<file path="src/rtl/uart_rx_ctrl_if.sv">
// Signal bundle between the UART receive framer, its bit-rate generator and the byte consumer.
// slave = the framer itself; master = the environment around it.
interface uart_rx_ctrl_if #(
  parameter int DATA_BITS = 8
);
  logic                 rx;
  logic                 bps_tick;
  logic                 bps_en;
  logic [DATA_BITS-1:0] rx_data;
  logic                 rx_valid;
  logic                 frame_err;
  logic                 parity_err;
  logic                 busy;
  logic [2:0]           state_dbg;

  modport slave (
    input  rx, bps_tick,
    output bps_en, rx_data, rx_valid, frame_err, parity_err, busy, state_dbg
  );

  modport master (
    output rx, bps_tick,
    input  bps_en, rx_data, rx_valid, frame_err, parity_err, busy, state_dbg
  );
endinterface

</file>
<file path="src/rtl/uart_rx_ctrl.sv">
// UART receive framer: finds the start edge, samples one bit per bps_tick at bit centre,
// checks parity/stop and strobes the byte out; bps_en gates the bit-rate generator.
module uart_rx_ctrl #(
  parameter int DATA_BITS  = 8,
  parameter int PARITY_EN  = 0,
  parameter int PARITY_ODD = 0
) (
  input  logic           clk,
  input  logic           reset,
  uart_rx_ctrl_if.slave  u
);

  typedef enum logic [2:0] {
    S_IDLE   = 3'd0,
    S_START  = 3'd1,
    S_DATA   = 3'd2,
    S_PARITY = 3'd3,
    S_STOP   = 3'd4
  } state_t;

  localparam logic       PAR_EN   = (PARITY_EN != 0);
  localparam logic       PAR_ODD  = (PARITY_ODD != 0);
  localparam logic [3:0] LAST_BIT = 4'(DATA_BITS - 1);

  state_t               state_q, state_d;
  logic                 rx_meta_q, rx_meta_d;
  logic                 rx_s_q, rx_s_d;
  logic                 rx_d_q, rx_d_d;
  logic [3:0]           bit_cnt_q, bit_cnt_d;
  logic [DATA_BITS-1:0] shift_q, shift_d;
  logic                 pbit_q, pbit_d;
  logic [DATA_BITS-1:0] rx_data_q, rx_data_d;
  logic                 rx_valid_q, rx_valid_d;
  logic                 frame_err_q, frame_err_d;
  logic                 parity_err_q, parity_err_d;
  logic                 fall;

  // Edge (not level) detection means a held-low break cannot retrigger a frame.
  assign fall = rx_d_q & ~rx_s_q;

  always_ff @(posedge clk or posedge reset) begin
    if (reset) begin
      rx_meta_q    <= 1'b1;
      rx_s_q       <= 1'b1;
      rx_d_q       <= 1'b1;
      state_q      <= S_IDLE;
      bit_cnt_q    <= '0;
      shift_q      <= '0;
      pbit_q       <= 1'b0;
      rx_data_q    <= '0;
      rx_valid_q   <= 1'b0;
      frame_err_q  <= 1'b0;
      parity_err_q <= 1'b0;
    end else begin
      rx_meta_q    <= rx_meta_d;
      rx_s_q       <= rx_s_d;
      rx_d_q       <= rx_d_d;
      state_q      <= state_d;
      bit_cnt_q    <= bit_cnt_d;
      shift_q      <= shift_d;
      pbit_q       <= pbit_d;
      rx_data_q    <= rx_data_d;
      rx_valid_q   <= rx_valid_d;
      frame_err_q  <= frame_err_d;
      parity_err_q <= parity_err_d;
    end
  end

  always_comb begin
    rx_meta_d    = u.rx;
    rx_s_d       = rx_meta_q;
    rx_d_d       = rx_s_q;
    state_d      = state_q;
    bit_cnt_d    = bit_cnt_q;
    shift_d      = shift_q;
    pbit_d       = pbit_q;
    rx_data_d    = rx_data_q;
    rx_valid_d   = 1'b0;
    frame_err_d  = 1'b0;
    parity_err_d = 1'b0;

    unique case (state_q)
      S_IDLE: begin
        if (fall) state_d = S_START;
      end
      S_START: begin
        if (u.bps_tick) begin
          if (!rx_s_q) begin
            state_d   = S_DATA;
            bit_cnt_d = '0;
          end else begin
            state_d = S_IDLE;
          end
        end
      end
      S_DATA: begin
        if (u.bps_tick) begin
          // LSB arrives first, so shifting right leaves it at bit 0 after the last bit.
          shift_d   = {rx_s_q, shift_q[DATA_BITS-1:1]};
          bit_cnt_d = bit_cnt_q + 4'd1;
          if (bit_cnt_q == LAST_BIT) state_d = PAR_EN ? S_PARITY : S_STOP;
        end
      end
      S_PARITY: begin
        if (u.bps_tick) begin
          pbit_d  = rx_s_q;
          state_d = S_STOP;
        end
      end
      S_STOP: begin
        if (u.bps_tick) begin
          state_d      = S_IDLE;
          rx_valid_d   = 1'b1;
          rx_data_d    = shift_q;
          frame_err_d  = ~rx_s_q;
          parity_err_d = PAR_EN & ((^shift_q ^ pbit_q) != PAR_ODD);
        end
      end
      default: state_d = S_IDLE;
    endcase
  end

  // rx_valid is a one-cycle strobe with no ready: rx_data holds until the next strobe,
  // and frame_err/parity_err are meaningful only in the strobe cycle.
  assign u.bps_en     = (state_q != S_IDLE);
  assign u.busy       = (state_q != S_IDLE);
  assign u.state_dbg  = state_q;
  assign u.rx_data    = rx_data_q;
  assign u.rx_valid   = rx_valid_q;
  assign u.frame_err  = frame_err_q;
  assign u.parity_err = parity_err_q;

endmodule

</file>
<file path="src/flat_wrapper.sv">
// flat-port wrapper written by rule: the top's interface ports become plain ports
module uart_rx_ctrl_flat 
#(
  parameter int DATA_BITS  = 8,
  parameter int PARITY_EN  = 0,
  parameter int PARITY_ODD = 0
)
  (clk, reset, u_rx, u_bps_tick, u_bps_en, u_rx_data, u_rx_valid, u_frame_err, u_parity_err, u_busy, u_state_dbg);
  uart_rx_ctrl_if #(.DATA_BITS(DATA_BITS)) u_i ();
  input  logic clk;
  input  logic reset;
  input wire logic [$bits(u_i.rx)-1:0] u_rx;
  input wire logic [$bits(u_i.bps_tick)-1:0] u_bps_tick;
  output wire logic [$bits(u_i.bps_en)-1:0] u_bps_en;
  output wire logic [$bits(u_i.rx_data)-1:0] u_rx_data;
  output wire logic [$bits(u_i.rx_valid)-1:0] u_rx_valid;
  output wire logic [$bits(u_i.frame_err)-1:0] u_frame_err;
  output wire logic [$bits(u_i.parity_err)-1:0] u_parity_err;
  output wire logic [$bits(u_i.busy)-1:0] u_busy;
  output wire logic [$bits(u_i.state_dbg)-1:0] u_state_dbg;
  assign u_i.rx = u_rx;
  assign u_i.bps_tick = u_bps_tick;
  assign u_bps_en = u_i.bps_en;
  assign u_rx_data = u_i.rx_data;
  assign u_rx_valid = u_i.rx_valid;
  assign u_frame_err = u_i.frame_err;
  assign u_parity_err = u_i.parity_err;
  assign u_busy = u_i.busy;
  assign u_state_dbg = u_i.state_dbg;
  uart_rx_ctrl #(.DATA_BITS(DATA_BITS), .PARITY_EN(PARITY_EN), .PARITY_ODD(PARITY_ODD)) u_core (.clk(clk), .reset(reset), .u(u_i));
endmodule
</file>
<file path="config.mk">
export PLATFORM = sky130hd
export DESIGN_NAME = uart_rx_ctrl_flat
export DESIGN_NICKNAME = d
export VERILOG_FILES = /design/src/rtl/uart_rx_ctrl_if.sv /design/src/rtl/uart_rx_ctrl.sv /design/src/flat_wrapper.sv
export SDC_FILE = /design/constraint.sdc
export NUM_CORES = 1
export LEC_CHECK = 0
export BUFFER_PORTS_ARGS = -buffer_cell sky130_fd_sc_hd__buf_2
export CORE_UTILIZATION = 48
export DETAILED_ROUTE_END_ITERATION = 6
export PLACE_DENSITY_LB_ADDON = 0.25
export SETUP_SLACK_MARGIN = 0.05
export SLEW_MARGIN = 20
export SYNTH_ARGS = -nofsm -noshare
export SYNTH_HDL_FRONTEND = slang
export SYNTH_SLANG_ARGS = --single-unit
</file>
<file path="constraint.sdc">
create_clock -name clk -period 1.3 [get_ports clk]
set_input_delay 0 -clock clk [delete_from_list [all_inputs] [get_ports clk]]
set_output_delay 0 -clock clk [all_outputs]
set_load 0.1 [all_outputs]
</file>
* After elaboration in Yosys (flattened, before gate mapping) *
Index checks and enable logic that the tools add are counted.

storage, ports and cells
  register bits = 28
  input port bits = 4
  output and inout bits = 16

operators by class
  add/sub/neg operators = 1
  equality and inequality tests = 12
  multiplexer cells = 16
  bitwise gates (word level) = 2
  reduce and logical (&&, ||, !) cells = 7

operators by type and width
  cell                                                                      count
  3-bit two-way mux                                                         6
  3-bit case mux with 5 select lines                                        1
  4-bit two-way mux                                                         3
  2-bit inequality test (second input constant)                             5
  4-bit case mux with 2 select lines                                        1
  3-bit by 2-bit equality test with 1-bit output (second input constant)    2
  6-bit AND reduction                                                       1
  4-bit by 1-bit adder with 4-bit output (second input constant)            1
  4-bit by 3-bit equality test with 1-bit output (second input constant)    1
  1-bit two-way mux                                                         4
  2-bit by 1-bit inequality test with 1-bit output (second input constant)  2
  2-bit AND reduction                                                       2
  4-bit AND reduction                                                       1
  3-bit by 1-bit equality test with 1-bit output (second input constant)    1
  3-bit equality test (second input constant)                               1
  3-bit zero test                                                           1
  3-bit nonzero test                                                        1
  2-bit two-way mux                                                         1
  2-bit nonzero test                                                        1
  1-bit AND                                                                 1
  1-bit NOT                                                                 1

* Longest topological paths before layout *
  word-level depth = 4
  mapped depth = 5
  mapped depth without buffers = 3

* Worst setup path after synthesis *
Ideal clock, no wire load.

  path type = reg-to-reg
  start point = register u_core.state_q[0] (netlist: u_core.u.state_dbg[0])
  end point = register u_core.bit_cnt_q[0]
  arrival = 1.981 ns
  required time = 1.175 ns
  path slack = -0.806 ns
  cell stages (with the launch flop) = 5
  period minus slack after synthesis = 2.106 ns
  cells stage by stage = dfrtp_1 buf_4 or3b_1 a21o_1 mux2_4

on the way
  longest elaborated chain between the ends = 3
  elaborated cells between the ends (all ways) = 8
  classes of those cells = 5 x eq/ne; 1 x mux; 2 x reduce/logical

RTL lines
  item                                                                                                                     line                text
  from (decl)                                                                                                              uart_rx_ctrl.sv:25  state_t state_q, state_d;
  from (signal assigned)                                                                                                   uart_rx_ctrl.sv:58  state_q <= state_d;
  3-bit by 1-bit equality test with 1-bit output / 3-bit by 2-bit equality test with 1-bit output (equally long branches)  uart_rx_ctrl.sv:82  unique case (state_q)
  2-bit inequality test (no line) / 2-bit nonzero test (equally long branches)                                             --
  4-bit AND reduction (no line)                                                                                            --
  to (signal assigned)                                                                                                     uart_rx_ctrl.sv:59  bit_cnt_q <= bit_cnt_d;
  to (decl)                                                                                                                uart_rx_ctrl.sv:29  logic [3:0] bit_cnt_q, bit_cnt_d;

Parallel ways exist; a longest one is shown, timed or not.
A chain may end at the register's enable or synchronous reset.

* Worst setup path after layout *
  start point = register u_core.state_q[1] (netlist: u_core.u.state_dbg[1])
  end point = output u_bps_en

on the way
  longest elaborated chain between the ends = 1

RTL lines
  item                line                 text
  3-bit nonzero test  uart_rx_ctrl.sv:125  assign u.bps_en = (state_q != S_IDLE);
  to (decl)           flat_wrapper.sv:14   output wire logic [$bits(u_i.bps_en)-1:0] u_bps_en;

Every way passes these cells.

==> qor.yml <==
run_status:
  status: "complete, but fails checks"
  failed_checks: "negative setup slack"
cts:
  cts_tree: "done"
  numClockSinks: 28
  htree_levels: 1
  clockBufferDepth: 2
  cts_root_buffer: "clkbuf_4"
  cts_buffers: 3
  clkTransAtPathRegs_ns: 0.15
  clock_latency_ns: 0.32
synth:
  synth_top_family_by_area: "multiplexers"
  synth_fa_ha_area_frac: 0.01070
  ys_seq_elements: 28
  synthMuxAreaShare: 0.1668
  ys_seq_area_frac: 0.6021
  ys_top_cells_by_area: "dfrtp_1, mux2_1, mux2_2, dfstp_2, buf_4"
  ys_warn_count: 0
  synth_area_leader_cell: "dfrtp_1"
  syn_inst: 88
  synthXorXnorAreaFrac: 0
  synth-simple-area-share: 0.09947
  syn_area_per_cell_um2: 13.29
  syn_nets: 93
  synth_cell_types: 31
  syn-cell-area_um2: 1170
  netlist.area_leader.share: 0.5348
  synth_compound_gate_area_share: 0.07380
sta:
  final-setup-viol-count: 22
  slew_violations: 0
  timing.hold.ws_ns: 0.2463
  skew_ns: 0.002791
  period_share: 1.195
  max_clock_freq_mhz: 643.9
  min_period_ns: 1.553
  setup-tns-final_ns: -3.601
  finalHoldViolCount: 0
  rsz0062_at_grt: "yes"
  fin_ws_ns: -0.2531
floorplan:
  core_area_um2: 2255
  start_util: 0.5189
  fp.dieH_um: 51.37
  placementRows: 17
  die-width_um: 51.37
  dieArea_um2: 2639
  io_pins: 20
global_routing:
  antenna_found_initial: 0
  overflow: 0
  grt_first_pass_wirelength_um: 3712
  grt_pass1_vias: 834
  track_usage: 0.1938
  grt_max_degree: 29
final_layout:
  fin_nets: 134
  syn2layout_area_growth_pct: 41.60
  diodes: 0
  drive_gt1_frac: 0.5391
worst_setup_path:
  path_class: "reg2out"
  critPathLaunchType: "flop"
  cp_cell_sequence: "buf_6 -> or3_4 -> buf_12"
  arrival_ns: 1.55
  required_ns: 1.30
  cp_slowest_stage_delay_ns: 0.52
  end_kind: "output port"
  worst-path-max-fanout: 4
  critPathSlowestCell: "dfrtp_4"
routing:
  postRouteAntennaNets: 0
  wl_per_cell_um: 13.91
  firstDrtPassIters: 3
  vias_per_cell: 5.141
  drt_iter0_drc: 8
  drc: 0
  num_vias: 802
  wl_um: 2170
placement:
  port_buffers: 18
  pre_cts_slack_ns: -0.1667
  dp_hpwl_um: 1439
  place.gp.congestion: 0.7451
run:
  drv_cap: 0
worst_hold_path:
  hp-class: "in2async"
-- placed cells by master (no fill, tap or decap), types with 4 or more instances in the layout --
cell	count
mux2_1	7
buf_6	8
buf_2	13
dfrtp_1	22
buf_12	5
mux2_2	8
buf_4	12
inv_1	4
-- worst max-delay path: cells and delay by family (launching register included) --
| family | cells | cell delay (ns) |
|---|---|---|
| and+or+nand+nor | 1 | 0.41 |
| DFF | 1 | 0.52 |
| buffers and inverters | 2 | 0.30 |
-- synth_stat cells, drive strengths merged --
| cell type | number |
|---|---|
| buf | 5 |
| mux2 | 17 |
| nand2 | 2 |
| inv | 5 |
| dfstp | 3 |
| a31oi | 2 |
| o31a | 1 |
| a311oi | 1 |
| and4b | 1 |
| or4bb | 1 |
| conb | 1 |
| o22ai | 2 |
| a22oi | 1 |
| a22o | 1 |
| or3 | 2 |
| and3 | 1 |
| nor4b | 1 |
| or3b | 1 |
| a21o | 1 |
| nor3 | 1 |
| nand3b | 2 |
| ha | 1 |
| dfrtp | 25 |
| nand2b | 2 |
| a21oi | 4 |
| nor2 | 3 |
| nor2b | 1 |
-- state kept, by name (all words and copies together), names as in the netlist --
name	flops
u_core.bit_cnt_q	4
u_core.rx_d_d	1
u_core.rx_d_q	1
u_core.rx_meta_q	1
u_core.shift_q	8
u_core.u.frame_err	1
u_core.u.rx_data	8
u_core.u.rx_valid	1
u_core.u.state_dbg	3
-- what timing repair did --
action                                  in CTS  in global routing
pin swaps                                    8                  3
hold buffers                                 3                  0
resized for setup                           26                  7
endpoints found under the setup margin      24                 26
hold endpoints to repair                    27                  0
setup buffers                                4                  1
-- final timing paths --
kind | from | to | slack (ns) | depth (start not counted)
worst max-delay path | u_core.u.state_dbg[1] | u_bps_en | -0.25 | 3
worst min-delay path | reset | u_core.u.rx_data[3] | 0.25 | 4
worst max register to register | u_core.u.state_dbg[1] | u_core.u.rx_data[7] | -0.23 | 5
worst min register to register | u_core.rx_meta_q | u_core.rx_d_d | 0.37 | 0
max in group asynchronous | reset | u_core.rx_d_q | 0.75 | 4
min in group clk | u_rx | u_core.rx_meta_q | 0.31 | 2
-- per-layer routing --
metal,GRT usage,part of all wire
met5,0,0
met4,0.04054,0.0065
met3,0.04464,0.022
met2,0.3377,0.50
met1,0.2441,0.47
-- cell families (layout without fill, tap and decap cells) --
logic type | after synthesis | in the layout
flip-flops | 28 | 28
AND/OR/NAND/NOR | 18 | 18
multiplexers | 17 | 17
AO/OA/AOI/OAI | 13 | 13
buffers and inverters | 10 | 50
adder cells (fa/ha/maj) | 1 | 1
other | 1 | 1
-- metrics by stage --
stage                       util  cell area, µm²  std cells
after floorplan                -            1201         88
after global placement    0.6287            1418        144
after detailed placement  0.6287            1418        144
after CTS                 0.7159            1614        155
after global routing      0.7347            1657        156
final                     0.7347            1657        156
-- layout make-up --
| class | instances | area (µm²) |
|---|---|---|
| clock buffer | 4 | 36.28 |
| fill | 160 | 598.1 |
| inverter | 5 | 18.77 |
| multi-input combinational | 50 | 475.5 |
| sequential | 28 | 715.7 |
| tap | 28 | 35.03 |
| timing repair buffer | 41 | 375.4 |
Power is not shown: default switching activity piles up to over one toggle a cycle in this logic, so the estimate is an artifact.
